<file path="src/rtl/dnu_hd_packer_pkg.sv">
// Shared sizing helpers for the hard-decision packer: every width that depends
// on a module parameter is derived here so the top and the FIFO stay in step.
package dnu_hd_packer_pkg;

  localparam int DEF_OUT_WIDTH    = 16;
  localparam int DEF_FRAME_CYCLES = 383;
  localparam int DEF_FIFO_DEPTH   = 4;

  // Never return a zero-width vector, even for degenerate parameter values.
  function automatic int clog2_min1(input int n);
    int w;
    w = $clog2(n);
    return (w < 1) ? 1 : w;
  endfunction

  function automatic int k_width(input int out_width);
    return clog2_min1(out_width / 2);
  endfunction

  function automatic int frame_cnt_width(input int frame_cycles);
    return clog2_min1(frame_cycles);
  endfunction

  function automatic int ptr_width(input int depth);
    return clog2_min1(depth);
  endfunction

endpackage

</file>
<file path="src/rtl/dnu_hd_packer_fifo.sv">
// Small show-ahead word FIFO: the head entry is visible combinationally, and a
// push into a full FIFO is accepted only when a pop happens in the same cycle.
module hd_word_fifo
  import dnu_hd_packer_pkg::*;
#(
  parameter int WIDTH = DEF_OUT_WIDTH + 2,
  parameter int DEPTH = DEF_FIFO_DEPTH
) (
  input  logic             clk,
  input  logic             rst,
  input  logic             push,
  input  logic [WIDTH-1:0] push_data,
  input  logic             pop,
  output logic [WIDTH-1:0] head_data,
  output logic             full,
  output logic             empty
);

  localparam int PW = ptr_width(DEPTH);

  logic [WIDTH-1:0] mem [DEPTH];
  logic [PW-1:0]    wr_ptr_reg;
  logic [PW-1:0]    rd_ptr_reg;
  logic [PW:0]      count_reg;
  logic             push_en;
  logic             pop_en;

  assign empty     = (count_reg == '0);
  assign full      = (count_reg == (PW+1)'(DEPTH));
  assign pop_en    = pop && !empty;
  assign push_en   = push && (!full || pop_en);
  // Masked to zero while empty so the outputs read 0 straight out of reset.
  assign head_data = empty ? '0 : mem[rd_ptr_reg];

  always_ff @(posedge clk) begin
    if (push_en) begin
      mem[wr_ptr_reg] <= push_data;
    end
  end

  always_ff @(posedge clk or posedge rst) begin
    if (rst) begin
      wr_ptr_reg <= '0;
      rd_ptr_reg <= '0;
      count_reg  <= '0;
    end else begin
      if (push_en) wr_ptr_reg <= wr_ptr_reg + 1'b1;
      if (pop_en)  rd_ptr_reg <= rd_ptr_reg + 1'b1;
      case ({push_en, pop_en})
        2'b10:   count_reg <= count_reg + 1'b1;
        2'b01:   count_reg <= count_reg - 1'b1;
        default: count_reg <= count_reg;
      endcase
    end
  end

endmodule

</file>
<file path="src/rtl/dnu_hd_packer.sv">
// Packs the two-lane DNU hard decisions into OUT_WIDTH-bit words, tags each
// frame with read_addr_offset and queues finished words for downstream.
module dnu_hd_packer
  import dnu_hd_packer_pkg::*;
#(
  parameter int OUT_WIDTH    = DEF_OUT_WIDTH,
  parameter int FRAME_CYCLES = DEF_FRAME_CYCLES,
  parameter int FIFO_DEPTH   = DEF_FIFO_DEPTH
) (
  input  logic                 read_clk,
  input  logic                 rst,
  input  logic                 hd_in_valid,
  input  logic                 dnu0_hard_decision,
  input  logic                 dnu1_hard_decision,
  input  logic                 read_addr_offset,
  output logic [OUT_WIDTH-1:0] hd_word,
  output logic                 hd_valid,
  output logic                 hd_last,
  output logic                 hd_frame_id,
  input  logic                 hd_ready,
  output logic                 overflow_err
);

  localparam int HALF = OUT_WIDTH / 2;
  localparam int KW   = k_width(OUT_WIDTH);
  localparam int FW   = frame_cnt_width(FRAME_CYCLES);

  logic [KW-1:0]        k_reg;
  logic [FW-1:0]        frame_cnt_reg;
  logic [OUT_WIDTH-1:0] word_reg;
  logic                 tag_reg;
  logic                 overflow_reg;

  logic [OUT_WIDTH-1:0] word_next;
  logic                 tag_cur;
  logic                 end_of_frame;
  logic                 word_done;
  logic                 push;
  logic                 fifo_full;
  logic                 fifo_empty;

  always_comb begin
    end_of_frame = (frame_cnt_reg == FW'(FRAME_CYCLES - 1));
    word_done    = (k_reg == KW'(HALF - 1)) || end_of_frame;
    // The tag is live on the first cycle of a frame, then frozen in tag_reg.
    tag_cur      = (frame_cnt_reg == '0) ? read_addr_offset : tag_reg;
    word_next    = word_reg;
    word_next[2 * int'(k_reg)]     = dnu0_hard_decision;
    word_next[2 * int'(k_reg) + 1] = dnu1_hard_decision;
    push         = hd_in_valid && word_done;
  end

  always_ff @(posedge read_clk or posedge rst) begin
    if (rst) begin
      k_reg         <= '0;
      frame_cnt_reg <= '0;
      word_reg      <= '0;
      tag_reg       <= 1'b0;
      overflow_reg  <= 1'b0;
    end else if (hd_in_valid) begin
      tag_reg <= tag_cur;
      // Clearing the partial word on completion gives the zero-fill for free.
      if (word_done) begin
        k_reg    <= '0;
        word_reg <= '0;
      end else begin
        k_reg    <= k_reg + 1'b1;
        word_reg <= word_next;
      end
      frame_cnt_reg <= end_of_frame ? '0 : frame_cnt_reg + 1'b1;
      // A full FIFO is non-empty, so hd_ready alone decides whether it pops.
      if (push && fifo_full && !hd_ready) begin
        overflow_reg <= 1'b1;
      end
    end
  end

  hd_word_fifo #(
    .WIDTH (OUT_WIDTH + 2),
    .DEPTH (FIFO_DEPTH)
  ) u_fifo (
    .clk       (read_clk),
    .rst       (rst),
    .push      (push),
    .push_data ({tag_cur, end_of_frame, word_next}),
    .pop       (hd_ready),
    .head_data ({hd_frame_id, hd_last, hd_word}),
    .full      (fifo_full),
    .empty     (fifo_empty)
  );

  assign hd_valid     = !fifo_empty;
  assign overflow_err = overflow_reg;

endmodule

</file>
<file path="config.mk">
export PLATFORM = sky130hd
export DESIGN_NAME = dnu_hd_packer
export DESIGN_NICKNAME = d
export VERILOG_FILES = /design/src/rtl/dnu_hd_packer_pkg.sv /design/src/rtl/dnu_hd_packer_fifo.sv /design/src/rtl/dnu_hd_packer.sv
export SDC_FILE = /design/constraint.sdc
export NUM_CORES = 1
export LEC_CHECK = 0
export ABC_CLOCK_PERIOD_IN_PS = 2450
export CAP_MARGIN = 5
export CORE_ASPECT_RATIO = 1.5
export CORE_MARGIN = 3
export CORE_UTILIZATION = 53
export CTS_CLUSTER_DIAMETER = 120
export DETAILED_ROUTE_END_ITERATION = 16
export GPL_ROUTABILITY_DRIVEN = 0
export PLACE_DENSITY = 0.75
export SYNTH_ARGS = -nofsm -noshare
export SYNTH_HDL_FRONTEND = slang
export SYNTH_SLANG_ARGS = --single-unit
</file>
<file path="constraint.sdc">
create_clock -name read_clk -period 2.45 [get_ports read_clk]
set_clock_uncertainty 0.05 [all_clocks]
set_input_delay 0.3675 -clock read_clk [delete_from_list [all_inputs] [get_ports read_clk]]
set_output_delay 0.3675 -clock read_clk [all_outputs]
set_load 0.02 [all_outputs]
</file>
# Yosys cells after proc, flatten, opt, wreduce, memory -nomap -nowiden
# Memories as Yosys holds them, arrays and structs flattened.
# Cells that the tools add are included.
# totals
register_bits,37
in_bits,7
out_inout_bits,20
mem_count,1
mem_bits_rw,72
# memory_table
name,depth,width,read_ports,rd_ports_with_merged_regs,wr,line,rtl
u_fifo.mem,4,18,1,0,1,dnu_hd_packer_fifo.sv:21,logic [WIDTH-1:0] mem [DEPTH];
# op_classes
eq_ne,5
mux,14
add_sub_neg,7
order_cmp,4
reduce_logical,16
# ops
cell,count
bitwise mux 16 bit,2
two-way mux 18 bit,1
two-way mux 16 bit,1
"adder 9 x 1 -> 9 bit, second input constant",1
"== test 9 bit, second input constant",1
zero test 9 bit,1
two-way mux 9 bit,1
logical AND 1 bit,7
"adder 3 x 1 -> 3 bit, second input constant",2
"== test 3 bit, second input constant",2
case mux 3 bit (2 select lines),1
"adder 4 x 1 -> 5 bit, second input constant",1
">= comparator 5 x 1 -> 1 bit, second input constant",1
"less-than comparator 4 x 5 -> 1 bit, second input constant",1
"less-than comparator 5 bit, second input constant",1
two-way mux 1 bit,5
"adder 2 x 1 -> 2 bit, second input constant",2
demux 1 bit (select 4 bit),1
">= comparator 4 x 1 -> 1 bit, second input constant",1
demux 1 bit (select 3 bit),1
zero test 1 bit,3
zero test 3 bit,1
two-way mux 3 bit,1
"subtractor 3 x 1 -> 3 bit, second input constant",1
other kinds (5),6

# Logic depth before layout (Yosys ltp)
# Gate-level depths: netlist (run 1).
# logic_depth
ltp_word,7
depth_mapped,9
ltp_nobuf,9

# By module
# Synthesis (run 1) repeated with hierarchy kept, for this count alone.
# hier_totals
cells_unflattened,339
area_unflattened_um2,4917.2
# by_module_without_submodules
module,n_inst,seq_area_each_um2,area_each_um2,cells_each
hd_word_fifo,1,2337.2,3151.8,154
dnu_hd_packer,1,750.7,1765.4,185

# Worst setup path after synthesis (run 1)
# OpenSTA, ideal clock, no wires.
# synth_timing
kind,register to register
start,reg frame_cnt_reg[0]
end,mem u_fifo.mem[0][0] in the netlist's numbering (enable)
stages_incl_launch_ff,8
setup_slack_ns,0.050
n_path_buf,1
period_less_slack_ns,2.400
arrival_time_ns,1.974
required_ns,2.024
path_cell_list,dfrtp_1 -> inv_1 -> ha_1 -> nand4_2 -> o31ai_4 -> and3_1 -> buf_6 -> and2_1
# synth_via
elab_chain_cells,6
# synth_rtl
item,line,rtl
start: declaration,dnu_hd_packer.sv:29,logic [FW-1:0] frame_cnt_reg;
start signal: assignment,dnu_hd_packer.sv:70,frame_cnt_reg <= end_of_frame ? '0 : frame_cnt_reg + 1'b1;
== test 9 bit,dnu_hd_packer.sv:43,end_of_frame = (frame_cnt_reg == FW'(FRAME_CYCLES - 1));
logical OR 1 bit,dnu_hd_packer.sv:44,word_done = (k_reg == KW'(HALF - 1)) || end_of_frame;
logical AND 1 bit,dnu_hd_packer.sv:50,push = hd_in_valid && word_done;
logical AND 1 bit,dnu_hd_packer_fifo.sv:31,assign push_en = push && (!full || pop_en);
two-way mux 1 bit,dnu_hd_packer_fifo.sv:36,if (push_en) begin
two-way mux 1 bit (implied by the code),dnu_hd_packer_fifo.sv:37,mem[wr_ptr_reg] <= push_data;
end: declaration,dnu_hd_packer_fifo.sv:21,
# Every way passes these cells.

# Worst setup path after layout (run 1)
# layout_timing
start,reg u_fifo.rd_ptr_reg[0]
end,out hd_word[11]
# layout_via
elab_chain_cells,2
# layout_rtl
item,line,rtl
start: declaration,dnu_hd_packer_fifo.sv:23,logic [PW-1:0] rd_ptr_reg;
start signal: assignment,dnu_hd_packer_fifo.sv:48,if (pop_en) rd_ptr_reg <= rd_ptr_reg + 1'b1;
memory read (4 x 18 bit),-,
two-way mux 18 bit,dnu_hd_packer_fifo.sv:33,assign head_data = empty ? '0 : mem[rd_ptr_reg];
end: declaration,dnu_hd_packer.sv:16,"output logic [OUT_WIDTH-1:0] hd_word,"
# Every way passes these cells.

==> results.json, run 1 <==
{
  "design_power_total_mw": 6.29,
  "filler_cell_count": 652,
  "area_growth_syn_to_layout_pct": 15.9,
  "post_route_cells_drive_above_1_share": 0.206,
  "max_clock_freq_ghz": 0.424,
  "cell_area_after_synthesis_um2": 4830,
  "startpoint_type": "flop",
  "startpoint": "u_fifo.rd_ptr_reg[0]$_DFFE_PP0P_",
  "cp.arrival_ns": 1.94,
  "timing_worst_slew_pin_value_ns": 0.800,
  "vias_in_the_first_global_route": 2845,
  "final_core_utilization": 0.634,
  "timing_hold_violations_final": 0,
  "die_w_um": 83.9,
  "critPathMaxFanout": 20,
  "design.portCount": 27,
  "met1_length_um": 3150,
  "route.detailed.drc": 0,
  "cts_hold_buffers": 0,
  "cts.root.buffer_cell": "clkbuf_16",
  "timing.final.max_slew_violations": 0,
  "crit_path_end": "hd_word[11]",
  "synth-edff-count": 72,
  "cts_inserted_buffers": 9,
  "ys_dominant_reg_cell": "edfxtp_1",
  "timing.reg2reg.worst_path_depth": 9,
  "dp.final_hpwl_um": 5640,
  "critical_path_required_ns": 2.03,
  "routed_wl_um": 8380,
  "timing.final.crit_share": 0.962,
  "kind_of_end_point_of_the_critical_path": "primary output",
  "route.vias.total": 2702,
  "htree_num_levels": 3,
  "path_class": "flop to primary output",
  "cts_tree": "built",
  "n_antenna_cell": 0,
  "clk_transition_reported_paths_ns": 0.07,
  "core-area_um2": 8830,
  "initial_utilization": 0.547,
  "dr.max_layer_used": "met4",
  "asyncSetResetFlopFracSynth": 0.339,
  "worst_ir_drop_vdd_v": 0.000623,
  "postCtsSetupBuffers": 0,
  "grt_antenna_before_repair": 0,
  "power.density_cell_area_nw_per_um2": 1120,
  "worst_r2r_endpoint": "u_fifo.count_reg[2]$_DFFE_PP0P_",
  "layout.nets": 385,
  "flip_flop_count_of_the_largest_register_after_layout": 72,
  "worstSkewPairLatency_ns": 0.34,
  "design.die.area_um2": 10300,
  "detailed_route_wirelength_on_metal3_um": 244,
  "setup_viol": 0,
  "grt_start_max_net_pins": 43,
  "syn-instance-count": 330,
  "maxCapViolCount": 0,
  "ys_ff_latch": 109,
  "timing.reg2reg.setup_slack_ns": 0.16,
  "p_leak_nw": 2.10,
  "synth-seq-area-share": 0.640,
  "ant_nets": 0,
  "fin_crit_ns": 2.36,
  "track_usage": 0.176,
  "met2_wirelength_um": 4910,
  "tritoncts_num_sinks": 109,
  "placement_rows": 42,
  "slew_headroom": 0.466,
  "unrepaired_setup_endpoints_after_global_routing": "no",
  "timing.setup.tns_ns": 0,
  "run_status": "complete, no violations",
  "post_synth.cell_area_avg_um2": 14.6,
  "die_height_um": 123,
  "rr_startpoint": "frame_cnt_reg[0]$_DFFE_PP0P_",
  "yosysUniqueCellTypes": 44,
  "grt_first_pass_wirelength_um": 13800,
  "postSynthNetCount": 347,
  "drt_pass1_iterations": 4,
  "post_drt_via_cell_ratio": 5.59,
  "portBuffers": 26,
  "overflow_left_after_global_routing": 0,
  "worstHoldPathType": "input port to async pin",
  "detail_route.iter0.violations": 207,
  "synth.yosys.warnings": 0,
  "wire_per_inst_um": 17.3,
  "cts-root-to-sink-buffers": 2
}
synth_stat cells (2+ instances only):
master,count,area [um^2]
dfrtp_1,37,926
a21oi_1,2,10.0
mux4_2,18,405
nor2_1,5,18.8
inv_1,24,90.1
nand2_1,15,56.3
o21ai_0,32,160
ha_1,9,113
xnor2_1,5,43.8
clkbuf_1,7,26.3
buf_1,3,11.3
nor3_1,3,15.0
buf_2,4,20.0
and3_1,3,18.8
edfxtp_1,72,2160
or3_1,3,18.8
mux2_1,2,22.5
nand3_1,23,115
mux2_2,16,180
and2_1,22,138
nand4_1,2,12.5
layout make-up:
class | instances | area (um^2) | area share
clock buffer | 9 | 225 | 0.0403
sequential | 109 | 3090 | 0.552
timing repair buffer | 42 | 423 | 0.0756
clock inverter | 7 | 51.3 | 0.00917
inverter | 25 | 93.8 | 0.0168
tap | 110 | 138 | 0.0246
multi-input combinational | 181 | 1580 | 0.282
metal layers:
metal	vias to the layer above	global-route usage
met3	4	0.0296
met5	-	0
met4	0	0.0775
li1	1295	-
met1	1365	0.191
met2	38	0.334
power breakdown:
| part | internal [mW] | total [mW] | switching (mW) | leakage (nW) |
|---|---|---|---|---|
| clock | 0.692 | 1.31 | 0.613 | 0.129 |
| combinational | 1.07 | 2.32 | 1.25 | 0.846 |
| sequential | 2.44 | 2.67 | 0.227 | 1.12 |
what timing repair did:
item / in CTS / in global routing
setup endpoints to repair: 18 / 1
gates resized for setup: 18 / 1
hold endpoints to repair: 0 / 0
critical path, stage by stage (launching register included):
cell           delay (ns)
dfrtp_1              0.38
buf_12               0.21
mux4_2               0.53
and2_1               0.17
dlygate4sd2_1        0.31
worst min path at each step:
| stage | startpoint | end | slack [ns] | depth (start not counted) |
|---|---|---|---|---|
| after global placement | tag_reg$_DFFE_PP0P_ | tag_reg$_DFFE_PP0P_ | 0.44 | 1 |
| after CTS | rst | u_fifo.wr_ptr_reg[0]$_DFFE_PP0P_ | 0.39 | 3 |
| after floorplan | tag_reg$_DFFE_PP0P_ | tag_reg$_DFFE_PP0P_ | 0.43 | 1 |
| after global routing | rst | u_fifo.wr_ptr_reg[0]$_DFFE_PP0P_ | 0.44 | 3 |
| final | rst | overflow_err$_DFFE_PP0P_ | 0.39 | 3 |
| after detailed placement | overflow_err$_DFFE_PP0P_ | overflow_err$_DFFE_PP0P_ | 0.43 | 1 |
layout by cell type (no fill, tap or decap), types with 2 or more instances in the layout:
cell type / count
a21oi_1: 2
and2_1: 22
and3_1: 3
buf_12: 5
buf_4: 11
clkbuf_16: 9
clkdlybuf4s50_1: 7
clkinv_1: 2
clkinv_4: 2
clkinvlp_4: 2
dfrtp_1: 37
dlygate4sd2_1: 18
edfxtp_1: 72
ha_1: 9
inv_1: 24
mux2_1: 2
mux2_2: 16
mux4_2: 18
nand2_1: 15
nand3_1: 23
nand4_1: 2
nor2_1: 5
nor3_1: 3
o21ai_0: 32
or3_1: 3
xnor2_1: 5
cell families after synthesis:
group,share of synthesized area
adders and majority gates,0.0275
xor gates and xnor gates,0.0124
AOI/OAI and AO/OA,0.0573
and+or+nand+nor,0.101
buffers and inverters,0.0337
muxes,0.128
DFF,0.640
through the flow:
| stage | hold WS (ns) | worst slack [ns] | instances | area, um^2 |
|---|---|---|---|---|
| 5_1_grt | 0.440 | 0.0339 | 483 | 5600 |
| 2_1_floorplan | 0.427 | 0.0500 | 330 | 4830 |
| 3_5_place_dp | 0.433 | 0.152 | 467 | 5340 |
| 4_1_cts | 0.394 | 0.0381 | 483 | 5590 |
| 3_3_place_gp | 0.436 | 0.185 | 467 | 5340 |
| 6_report | 0.389 | 0.0940 | 483 | 5600 |
Note: power is estimated with default switching activity, not from simulation.
==> run 2, diff against run 1 <==
==> constraint.sdc (replaced) <==
create_clock -name read_clk -period 2.45 [get_ports read_clk]
set_clock_uncertainty 0.05 [all_clocks]
set_input_delay 0.49 -clock read_clk [delete_from_list [all_inputs] [get_ports read_clk]]
set_output_delay 0.49 -clock read_clk [all_outputs]
set_load 0.02 [all_outputs]
==> run 2 against run 1 <==
  * Global-route usage rose by 0.86 points
  * Die area did not move
  * Via count rose by 1.9%
  * Worst setup slack got worse by 0.051 ns
  * Critical endpoint is now hd_word[0]
==> results.json, run 2 (same netlist as run 1, synthesis figures left out) <==
{
  "post_route_cells_drive_above_1_share": 0.269,
  "timing.final.max_slew_violations": 0,
  "timing.setup.tns_ns": 0,
  "cts-root-to-sink-buffers": 2,
  "timing.reg2reg.worst_path_depth": 9,
  "hold_path_origin": "overflow_err$_DFFE_PP0P_",
  "cp.arrival_ns": 1.87,
  "holdPathEnd": "overflow_err$_DFFE_PP0P_",
  "commonest_cells_after_routing_fill_and_taps_aside": "72 x edfxtp_1, 36 x dfrtp_1, 32 x o21ai_0",
  "vias_in_the_first_global_route": 2941,
  "ant_nets": 0,
  "power.internal_mw": 4.36,
  "finish.instance_area_um2": 5620,
  "run_status": "complete, no violations",
  "grt_first_pass_wirelength_um": 14400,
  "detailed_route_wirelength_on_metal3_um": 306,
  "clkPwrFrac": 0.210,
  "buffering_stage_count_on_the_worst_path_with_inverters_included": 3,
  "route.vias.total": 2753,
  "layout.nets": 392,
  "startpoint_type": "flop",
  "hold_ws_ns": 0.453,
  "n_antenna_cell": 0,
  "htree_num_levels": 3,
  "timing.reg2reg.setup_slack_ns": 0.17,
  "share_seq_of_total_power": 0.415,
  "finish.cell_count_without_fillers": 489,
  "met1_length_um": 3280,
  "track_usage": 0.184,
  "overflow_left_after_global_routing": 0,
  "cts.root.buffer_cell": "clkbuf_16",
  "area_growth_syn_to_layout_pct": 16.5,
  "p_sw_mw": 2.13,
  "number_of_placed_cells_counting_well_taps": 471,
  "grt_start_max_net_pins": 42,
  "route.detailed.drc": 0,
  "dr.max_layer_used": "met4",
  "grt_antenna_before_repair": 0,
  "p_leak_nw": 2.12,
  "slew_headroom": 0.517,
  "power.density_cell_area_nw_per_um2": 1150,
  "design.portCount": 27,
  "final_core_utilization": 0.637,
  "setup_viol": 0,
  "critical_path_required_ns": 1.91,
  "final_critical_path_setup_slack_ns": 0.0427,
  "dp.final_hpwl_um": 5930,
  "wire_per_inst_um": 18.2,
  "cp_cell_sequence": "buf_12 -> buf_4 -> mux4_2 -> and2_1 -> buf_2",
  "unrepaired_setup_endpoints_after_global_routing": "yes",
  "met2_wirelength_um": 5140,
  "cts_tree": "built",
  "post_drt_via_cell_ratio": 5.63,
  "filler_cell_count": 653,
  "timing_worst_slew_pin_value_ns": 0.723,
  "design.die.area_um2": 10300,
  "cts_hold_buffers": 0,
  "layout.cells.most_common": "edfxtp_1",
  "critPathMaxFanout": 8,
  "placement_rows": 42,
  "worst_path_largest_cell_delay_ns": 0.47,
  "kind_of_end_point_of_the_critical_path": "primary output",
  "path_class": "flop to primary output",
  "pre_cts_ws_ns": 0.0498,
  "worstSkewPairLatency_ns": 0.34,
  "die_w_um": 83.9,
  "max_clock_freq_ghz": 0.415,
  "rr_startpoint": "frame_cnt_reg[0]$_DFFE_PP0P_",
  "timing_hold_violations_final": 0,
  "min_path_cells": 1,
  "design_power_total_mw": 6.49,
  "routed_wl_um": 8920,
  "clk_transition_reported_paths_ns": 0.06,
  "worstHoldPathType": "flop to flop",
  "cts_inserted_buffers": 9,
  "worst_r2r_endpoint": "u_fifo.count_reg[2]$_DFFE_PP0P_",
  "flip_flop_count_of_the_largest_register_after_layout": 72,
  "maxCapViolCount": 0,
  "die_height_um": 123,
  "worst_ir_drop_vdd_v": 0.000595,
  "fin_crit_ns": 2.41,
  "combinational_power_share": 0.375,
  "tritoncts_num_sinks": 109,
  "dpl_cell_area_um2": 5380,
  "drt_pass1_iterations": 4,
  "detail_route.iter0.violations": 209,
  "timing.final.crit_share": 0.983,
  "core-area_um2": 8830,
  "cpMaxStageDelayCell": "mux4_2",
  "portBuffers": 26,
  "initial_utilization": 0.547,
  "netSwitchingFraction": 0.329,
  "critical_path.top_delay_family": "multiplexers"
}
[run 2: changes by cell type in the layout (fill, tap and decap cells not counted), sizes merged]
cell          before  now
dlymetal6s2s       1    0
clkinv             4    2
bufinv             0    1
clkinvlp           2    1
buf               16   37
dlygate4sd2       18    1
clkbuf             9   14
[run 2: cell type report]
type,count,area [um^2],share of cell area
inverters,25,93.8,0.0167
well taps,110,138,0.0245
multi-input cells,181,1580,0.281
repair buffers,49,442,0.0785
clock buffers,10,229,0.0407
flip-flops and latches,109,3090,0.549
clock inverters,5,51.3,0.00912
[run 2: worst max-delay path by stage]
stage,end,slack (ns),from,cells past startpoint
finish,hd_word[0],0.04,u_fifo.rd_ptr_reg[0]$_DFFE_PP0P_,5
CTS,hd_word[15],-0.07,u_fifo.rd_ptr_reg[0]$_DFFE_PP0P_,4
floorplan,u_fifo.mem[0][0]$_DFFE_PP_,0.05,frame_cnt_reg[0]$_DFFE_PP0P_,7
global placement,u_fifo.mem[1][10]$_DFFE_PP_,0.07,hd_ready,5
global route,hd_word[0],-0.03,u_fifo.rd_ptr_reg[0]$_DFFE_PP0P_,5
detailed placement,u_fifo.mem[0][2]$_DFFE_PP_,0.05,hd_ready,5
[run 2: timing repair]
action | in CTS | in global routing
setup endpoints to repair | 19 | 14
gates resized for setup | 57 | 17
cloned | 0 | 1
setup buffers | 0 | 2
[run 2: power groups by stage]
| stage | logic (mW) | clock network, mW | registers [mW] |
|---|---|---|---|
| after floorplan | 1.69 | 0 | 2.65 |
| after global placement | 2.47 | 0 | 2.69 |
| after detailed placement | 2.56 | 0 | 2.72 |
| after CTS | 2.49 | 1.41 | 2.68 |
| after global routing | 2.68 | 1.46 | 2.74 |
| final | 2.43 | 1.36 | 2.70 |
[run 2: layer usage]
metal	global-route usage	vias up
li1	-	1306
met1	0.201	1382
met2	0.344	50
met3	0.0410	15
met4	0.0775	0
met5	0	-
[run 2: worst reg2reg max path, delay by kind of cell (launching register included)]
family,cells,cell delay (ns)
adder cells (fa/ha/maj),2,0.62
AO/OA/AOI/OAI,4,0.73
AND/OR/NAND/NOR,1,0.15
flip-flops,1,0.38
buffers and inverters,1,0.10
XOR/XNOR,1,0.14
